===== config.mk =====
export PLATFORM = sky130hd
export DESIGN_NAME = prog_divider
export DESIGN_NICKNAME = d
export VERILOG_FILES = /design/src/rtl/prog_div_pkg.sv /design/src/rtl/prog_div_adj.sv /design/src/rtl/prog_divider.sv
export SDC_FILE = /design/constraint.sdc
export NUM_CORES = 1
export LEC_CHECK = 0
export ABC_AREA = 0
export CORE_MARGIN = 2
export CORE_UTILIZATION = 55
export CTS_BUF_LIST = sky130_fd_sc_hd__clkbuf_2 sky130_fd_sc_hd__clkbuf_4 sky130_fd_sc_hd__clkbuf_8
export DETAILED_ROUTE_END_ITERATION = 10
export GPL_ROUTABILITY_DRIVEN = 0
export GPL_TIMING_DRIVEN = 0
export HOLD_SLACK_MARGIN = 0.08
export PLACE_DENSITY = 0.73
export REMOVE_ABC_BUFFERS = 1
export SLEW_MARGIN = 10
export SYNTH_ARGS = -nofsm -noshare
export SYNTH_HDL_FRONTEND = slang
export SYNTH_SLANG_ARGS = --single-unit

===== constraint.sdc =====
create_clock -name clk -period 9.8 [get_ports clk]
set_input_delay 1.96 -clock clk [delete_from_list [all_inputs] [get_ports clk]]
set_output_delay 1.96 -clock clk [all_outputs]
set_load 0.05 [all_outputs]

===== src/rtl/prog_div_pkg.sv =====
// Shared encodings for the programmable divider: output mode and phase-adjust codes.
package prog_div_pkg;

    // Output mode, latched at the start of every period.
    localparam logic MODE_SQUARE = 1'b0;
    localparam logic MODE_PULSE  = 1'b1;

    // Phase adjustment applied to a period: none, one cycle shorter, one cycle longer.
    typedef enum logic [1:0] {
        ADJ_NONE = 2'd0,
        ADJ_ADV  = 2'd1,
        ADJ_RET  = 2'd2
    } adj_e;

    // Fold one cycle's adv/ret requests into a pending adjustment.
    // Both requests together cancel, an opposite request clears the pending value,
    // and a repeated request saturates rather than accumulating.
    function automatic adj_e next_adj(input adj_e base, input logic adv, input logic ret);
        adj_e r;
        r = base;
        if (adv && !ret) begin
            r = (base == ADJ_RET) ? ADJ_NONE : ADJ_ADV;
        end else if (ret && !adv) begin
            r = (base == ADJ_ADV) ? ADJ_NONE : ADJ_RET;
        end
        return r;
    endfunction

endpackage


===== src/rtl/prog_div_adj.sv =====
// Pending phase-adjust register fed by the DPLL adv/ret requests.
// consume marks a period wrap: the old value is handed to the new period and
// any request arriving in that same cycle lands in the now-empty register.
module prog_div_adj
    import prog_div_pkg::*;
(
    input  logic       clk,
    input  logic       reset,
    input  logic       adv,
    input  logic       ret,
    input  logic       consume,
    output logic [1:0] adj,
    output logic       pending
);

    adj_e adj_q, adj_d;

    // Next pending value: clear on consume, then fold in this cycle's requests.
    always_comb begin
        // NOTE: assign every always_comb output before any branch so no latch can be inferred.
        adj_d = adj_q;
        adj_d = next_adj(consume ? ADJ_NONE : adj_q, adv, ret);
    end

    // Pending register with synchronous reset.
    always_ff @(posedge clk) begin
        // NOTE: flops use non-blocking assignments so every register samples pre-edge values.
        if (reset) begin
            adj_q <= ADJ_NONE;
        end else begin
            adj_q <= adj_d;
        end
    end

    assign adj     = adj_q;
    assign pending = (adj_q != ADJ_NONE);

endmodule


===== src/rtl/prog_divider.sv =====
// Programmable clock divider with square/pulse output and DPLL phase trim.
// A period is P = n_active + adj cycles; n, mode and the pending adjustment
// are only taken at period boundaries, so the output never glitches mid-period.
module prog_divider
    import prog_div_pkg::*;
#(
    parameter int   W             = 8,
    parameter logic PULSE_DEFAULT = 1'b0
)(
    input  logic         clk,
    input  logic         reset,
    input  logic         en,
    input  logic [W-1:0] n,
    input  logic         mode,
    input  logic         adv,
    input  logic         ret,
    output logic         out,
    output logic         tick,
    output logic [W-1:0] n_active,
    output logic         adj_pending
);

    localparam logic [W:0]   ONE   = (W+1)'(1);
    localparam logic [W-1:0] N_MIN = W'(2);

    logic [W:0]   cnt_q, cnt_d;
    logic [W-1:0] n_active_q, n_active_d;
    logic         mode_q, mode_d;
    adj_e         cur_adj_q, cur_adj_d;
    logic         out_q, out_d;
    logic         tick_q, tick_d;
    logic         consume;
    logic [1:0]   pend_raw;
    adj_e         pend_adj;
    logic         pend_valid;
    logic [W:0]   period_q, period_d, half_d;

    // Period length from a ratio and its adjustment, in W+1 bits (range 2..2^W).
    function automatic logic [W:0] period_of(input logic [W-1:0] na, input adj_e a);
        logic [W:0] p;
        p = {1'b0, na};
        case (a)
            ADJ_ADV: p = p - ONE;
            ADJ_RET: p = p + ONE;
            default: ;
        endcase
        return p;
    endfunction

    // Requests are ignored while the divider is frozen.
    prog_div_adj u_adj (
        .clk     (clk),
        .reset   (reset),
        .adv     (adv & en),
        .ret     (ret & en),
        .consume (consume),
        .adj     (pend_raw),
        .pending (pend_valid)
    );

    assign pend_adj = adj_e'(pend_raw);
    assign period_q = period_of(n_active_q, cur_adj_q);

    // Counter, ratio, mode and adjustment sequencing: idle start, wrap or advance.
    always_comb begin
        cnt_d      = cnt_q;
        n_active_d = n_active_q;
        mode_d     = mode_q;
        cur_adj_d  = cur_adj_q;
        tick_d     = 1'b0;
        consume    = 1'b0;
        if (en) begin
            if (n_active_q < N_MIN) begin
                // Idle: resample n every enabled cycle; start a period once it is usable.
                n_active_d = n;
                cnt_d      = '0;
                cur_adj_d  = ADJ_NONE;
                if (n >= N_MIN) begin
                    tick_d = 1'b1;
                    mode_d = mode;
                end
            end else if (cnt_q == period_q - ONE) begin
                // Wrap: take the new ratio and mode, hand over the pending adjustment.
                cnt_d      = '0;
                n_active_d = n;
                mode_d     = mode;
                consume    = 1'b1;
                cur_adj_d  = pend_adj;
                // A shortening request at ratio 2 is consumed without effect.
                if (n == N_MIN && pend_adj == ADJ_ADV) begin
                    cur_adj_d = ADJ_NONE;
                end
                if (n < N_MIN) begin
                    cur_adj_d = ADJ_NONE;
                end else begin
                    tick_d = 1'b1;
                end
            end else begin
                cnt_d = cnt_q + ONE;
            end
        end
    end

    // Output waveform for the coming cycle, derived from the next counter state.
    always_comb begin
        period_d = period_of(n_active_d, cur_adj_d);
        half_d   = (period_d + ONE) >> 1;
        out_d    = out_q;
        if (en) begin
            if (n_active_d < N_MIN) begin
                out_d = 1'b0;
            end else if (mode_d == MODE_PULSE) begin
                out_d = tick_d;
            end else begin
                out_d = (cnt_d < half_d);
            end
        end else if (mode_q == MODE_PULSE) begin
            // In pulse mode out mirrors tick, which is forced low while frozen.
            out_d = 1'b0;
        end
    end

    // State registers with synchronous reset.
    always_ff @(posedge clk) begin
        if (reset) begin
            cnt_q      <= '0;
            n_active_q <= '0;
            mode_q     <= PULSE_DEFAULT;
            cur_adj_q  <= ADJ_NONE;
            out_q      <= 1'b0;
            tick_q     <= 1'b0;
        end else begin
            cnt_q      <= cnt_d;
            n_active_q <= n_active_d;
            mode_q     <= mode_d;
            cur_adj_q  <= cur_adj_d;
            out_q      <= out_d;
            tick_q     <= tick_d;
        end
    end

    assign out         = out_q;
    assign tick        = tick_q;
    assign n_active    = n_active_q;
    assign adj_pending = pend_valid;

endmodule

==> out/metrics.csv <==
stage;metric;value;unit
critical_path;path_max_fanout;12;
logic_synthesis;syn-cell-area;2900;sq um
grt;grt_pass1_wl;12200;microns
power;powerDensity;162;nW/um^2
critical_path;cp-startpoint;n_active[0]$_SDFF_PP0_;
sta;grt_setup_unrepaired;no;
logic_synthesis;synth_cell_types;73;
placed_design;post_dp_cell_area;3190;sq um
critical_path;r2r-start;n_active[0]$_SDFF_PP0_;
critical_path;worst-setup-path-type;reg2reg;
sta;fin_setup_tns;0;ns
logic_synthesis;syn_inst;375;
logic_synthesis;yosys_warnings;0;
die;rows;26;
clock_network;ctsHtreeMaxLevel;1;
cells_and_area;fillers;476;
power;cellLeakagePower;0.00125;uW
route;vias;2775;
clock_network;holdBufCountCts;0;
sta;fin_crit_sh;0.813;
logic_synthesis;yosysSeqAreaShare;0.166;
run;max_cap_viol_count;0;
route;drc;0;
sta;worst_pin_slew;0.871;ns
route;routed_via_density;5.99;
route;drt-pass1-iter-count;4;
critical_path;slowest_stage;dfxtp_1;
route;drtAntennaViolNets;0;
clock_network;clock-sinks;24;
logic_synthesis;synthSimpleGateAreaFrac;0.264;
clock_network;cts_resized;0;
placed_design;io_buffers;24;
min_path;min_path_type;reg2reg;
logic_synthesis;avgSynthCellArea;7.73;sq um
critical_path;cp.required;9.98;ns
cells_and_area;nNetsFinal;437;
die;dieArea;5870;sq um
die;die_x;76.6;microns
cells_and_area;diodes;0;
critical_path;cp-start-kind;flip-flop;
run_status;outcome;finished, final reports clean;
clock_network;cts_inserted_buffers;3;
logic_synthesis;ys_ff_latch;24;
sta;maxSlewViolCount;0;
grt;grt_overflow_total;0;
sta;max_slew_margin;0.418;
logic_synthesis;synth.area.mux_share;0.0393;
logic_synthesis;synth_adder_area_share;0.126;
min_path;hold_start;out$_SDFFE_PP0P_;
grt;grt_usage;0.252;
critical_path;critical_path.endpoint_type;flip-flop;
critical_path;critPathBufInv;2;
sta;min_period;7.97;ns
critical_path;cp_top_family;compound AO/OA/AOI/OAI gates;
die;core_area;5110;sq um
clock_network;cts_tree;done;
grt;grt_max_degree;26;
sta;hold_viol;0;
logic_synthesis;async_reset_ff_frac;0;
clock_network;clk_latency;0.26;ns
power;vdd_drop_max;77.1;uV
logic_synthesis;synth-edff-count;0;
cells_and_area;final_area;3230;sq um
clock_network;clockBufferDepth;2;
critical_path;cp.arrival;8.15;ns
die;start_util;0.568;
grt;grt_pass1_vias;2637;
clock_network;post-cts-setup-buffers;0;
cells_and_area;drive_gt1_frac;0.0560;
critical_path;cpPeakStageDelay;0.67;ns
die;die_y;76.6;microns
route;drt_iter0_markers;177;
route;routedWlPerCell;15.5;microns
sta;final-setup-viol-count;0;
logic_synthesis;synthXorXnorAreaFrac;0.101;
logic_synthesis;ys.flop_type;dfxtp_1;
sta;fmax;0.126;GHz
clock_network;cts-root-buf;clkbuf_8;
grt;antenna_found_initial;0;
placed_design;dpl.hpwl;5770;microns
cells_and_area;area_delta_synth_final;11.5;%
clock_network;clkTransAtPathRegs;0.08;ns
die;ios;25;
route;drt_wl_total;7200;microns
logic_synthesis;synth_top_family_by_area;simple AND/OR/NAND/NOR gates;
sta;finalClockSkew;0.00952;ns
logic_synthesis;synth-compound-area-share;0.263;
-- cells in the mapped netlist (4+ instances only) --
| cell | instances | area, sq um |
|---|---|---|
| a21o_1 | 5 | 37.5 |
| a21oi_1 | 21 | 105 |
| a31oi_1 | 5 | 31.3 |
| and2_1 | 4 | 25.0 |
| clkbuf_1 | 6 | 22.5 |
| dfxtp_1 | 24 | 480 |
| ha_1 | 26 | 325 |
| inv_1 | 20 | 75.1 |
| mux2i_1 | 8 | 80.1 |
| nand2_1 | 25 | 93.8 |
| nand2b_1 | 4 | 25.0 |
| nand3_1 | 12 | 60.1 |
| nand4_1 | 6 | 37.5 |
| nor2_1 | 36 | 135 |
| nor2b_1 | 14 | 87.6 |
| nor3_1 | 16 | 80.1 |
| o211ai_1 | 6 | 45.0 |
| o21a_1 | 4 | 30.0 |
| o21ai_0 | 14 | 70.1 |
| o21ai_1 | 4 | 20.0 |
| o31ai_1 | 6 | 45.0 |
| or2_2 | 4 | 25.0 |
| xnor2_1 | 23 | 201 |
| xor2_1 | 8 | 70.1 |
-- logic make-up after synthesis --
logic type,after synthesis
mux,11
simple gates,146
buf+inv,31
compound gates,103
xor+xnor,32
flops,24
fa+ha+maj,28
-- metal layers --
layer | share of wire | track usage | routed length, microns
met5 | 0 | 0 | 0
met4 | 0.0038 | 0.0364 | 27
met3 | 0.031 | 0.0261 | 223
met2 | 0.48 | 0.443 | 3470
met1 | 0.48 | 0.340 | 3470
-- stage by stage --
stage          total power (uW)  hold WS (ns)  cells   util  setup slack (ns)
3_5_place_dp                464         0.487    460  0.625              1.77
4_1_cts                     521         0.498    463  0.633              1.89
5_1_grt                     566         0.516    463  0.633              1.02
2_1_floorplan               386         0.480    366      -              2.78
6_report                    523         0.506    463  0.633              1.83
3_3_place_gp                458         0.480    460  0.625              1.87
-- final timing paths --
check	to	slack (ns)	cells after the start
setup / recovery	out$_SDFFE_PP0P_	1.83	32
hold / removal	out$_SDFFE_PP0P_	0.51	2
setup reg to reg	out$_SDFFE_PP0P_	1.83	32
hold reg to reg	out$_SDFFE_PP0P_	0.51	2
-- cells in the final DEF, fill, tap and decap left out, types with 3 or more instances in the layout --
cell / synthesis / layout
mux2_2: 3 / 3
dfxtp_1: 24 / 24
xor2_1: 8 / 8
o211ai_1: 6 / 6
or2_2: 4 / 4
nor2b_1: 14 / 14
a21oi_1: 21 / 21
nand3_1: 12 / 12
xnor2_1: 23 / 23
nor3_1: 16 / 16
nand2_1: 25 / 25
and3_1: 3 / 3
o2bb2ai_1: 3 / 3
ha_1: 26 / 26
nand4_1: 6 / 6
o21ai_0: 14 / 14
o21bai_1: 3 / 3
a21o_1: 5 / 5
clkdlybuf4s50_1: 0 / 24
o21a_1: 4 / 4
and2_1: 4 / 4
or3_1: 3 / 3
inv_1: 20 / 20
nand2b_1: 4 / 4
nor2_1: 36 / 36
o21ai_1: 4 / 4
o31ai_1: 6 / 6
a31oi_1: 5 / 5
nor4_1: 3 / 3
a22o_1: 3 / 3
clkbuf_8: 0 / 3
mux2i_1: 8 / 8
-- registers in the layout, indices dropped and copies added, names as in the netlist --
name       flops
cur_adj_q      2
tick           1
mode_q         1
n_active       8
cnt_q          9
out            1
u_adj.adj      2
-- report_power, final --
group	switching (uW)	total [uW]	leakage, uW	internal [uW]
registers	16.3	122	0.000195	106
clock network	28.8	56.2	0.0000216	27.4
logic	200	345	0.00103	144
-- worst reg2reg max path, delay by kind of cell (launching register included) --
family	cells	cell delay [ns]
AOI/OAI and AO/OA	13	2.97
xor gates and xnor gates	1	0.22
and+or+nand+nor	11	1.93
adders and majority gates	5	1.78
DFF	1	0.67
buffers and inverters	2	0.31
-- cell type report --
type	count	area [sq um]	share of cell area
Inverter	22	82.6	0.0256
Timing Repair Buffer	24	240	0.0743
Tap cell	70	87.6	0.0271
Sequential cell	24	480	0.149
Clock buffer	3	41.3	0.0128
Multi-Input combinational cell	320	2300	0.712
Power figures use the tool's default switching activity.
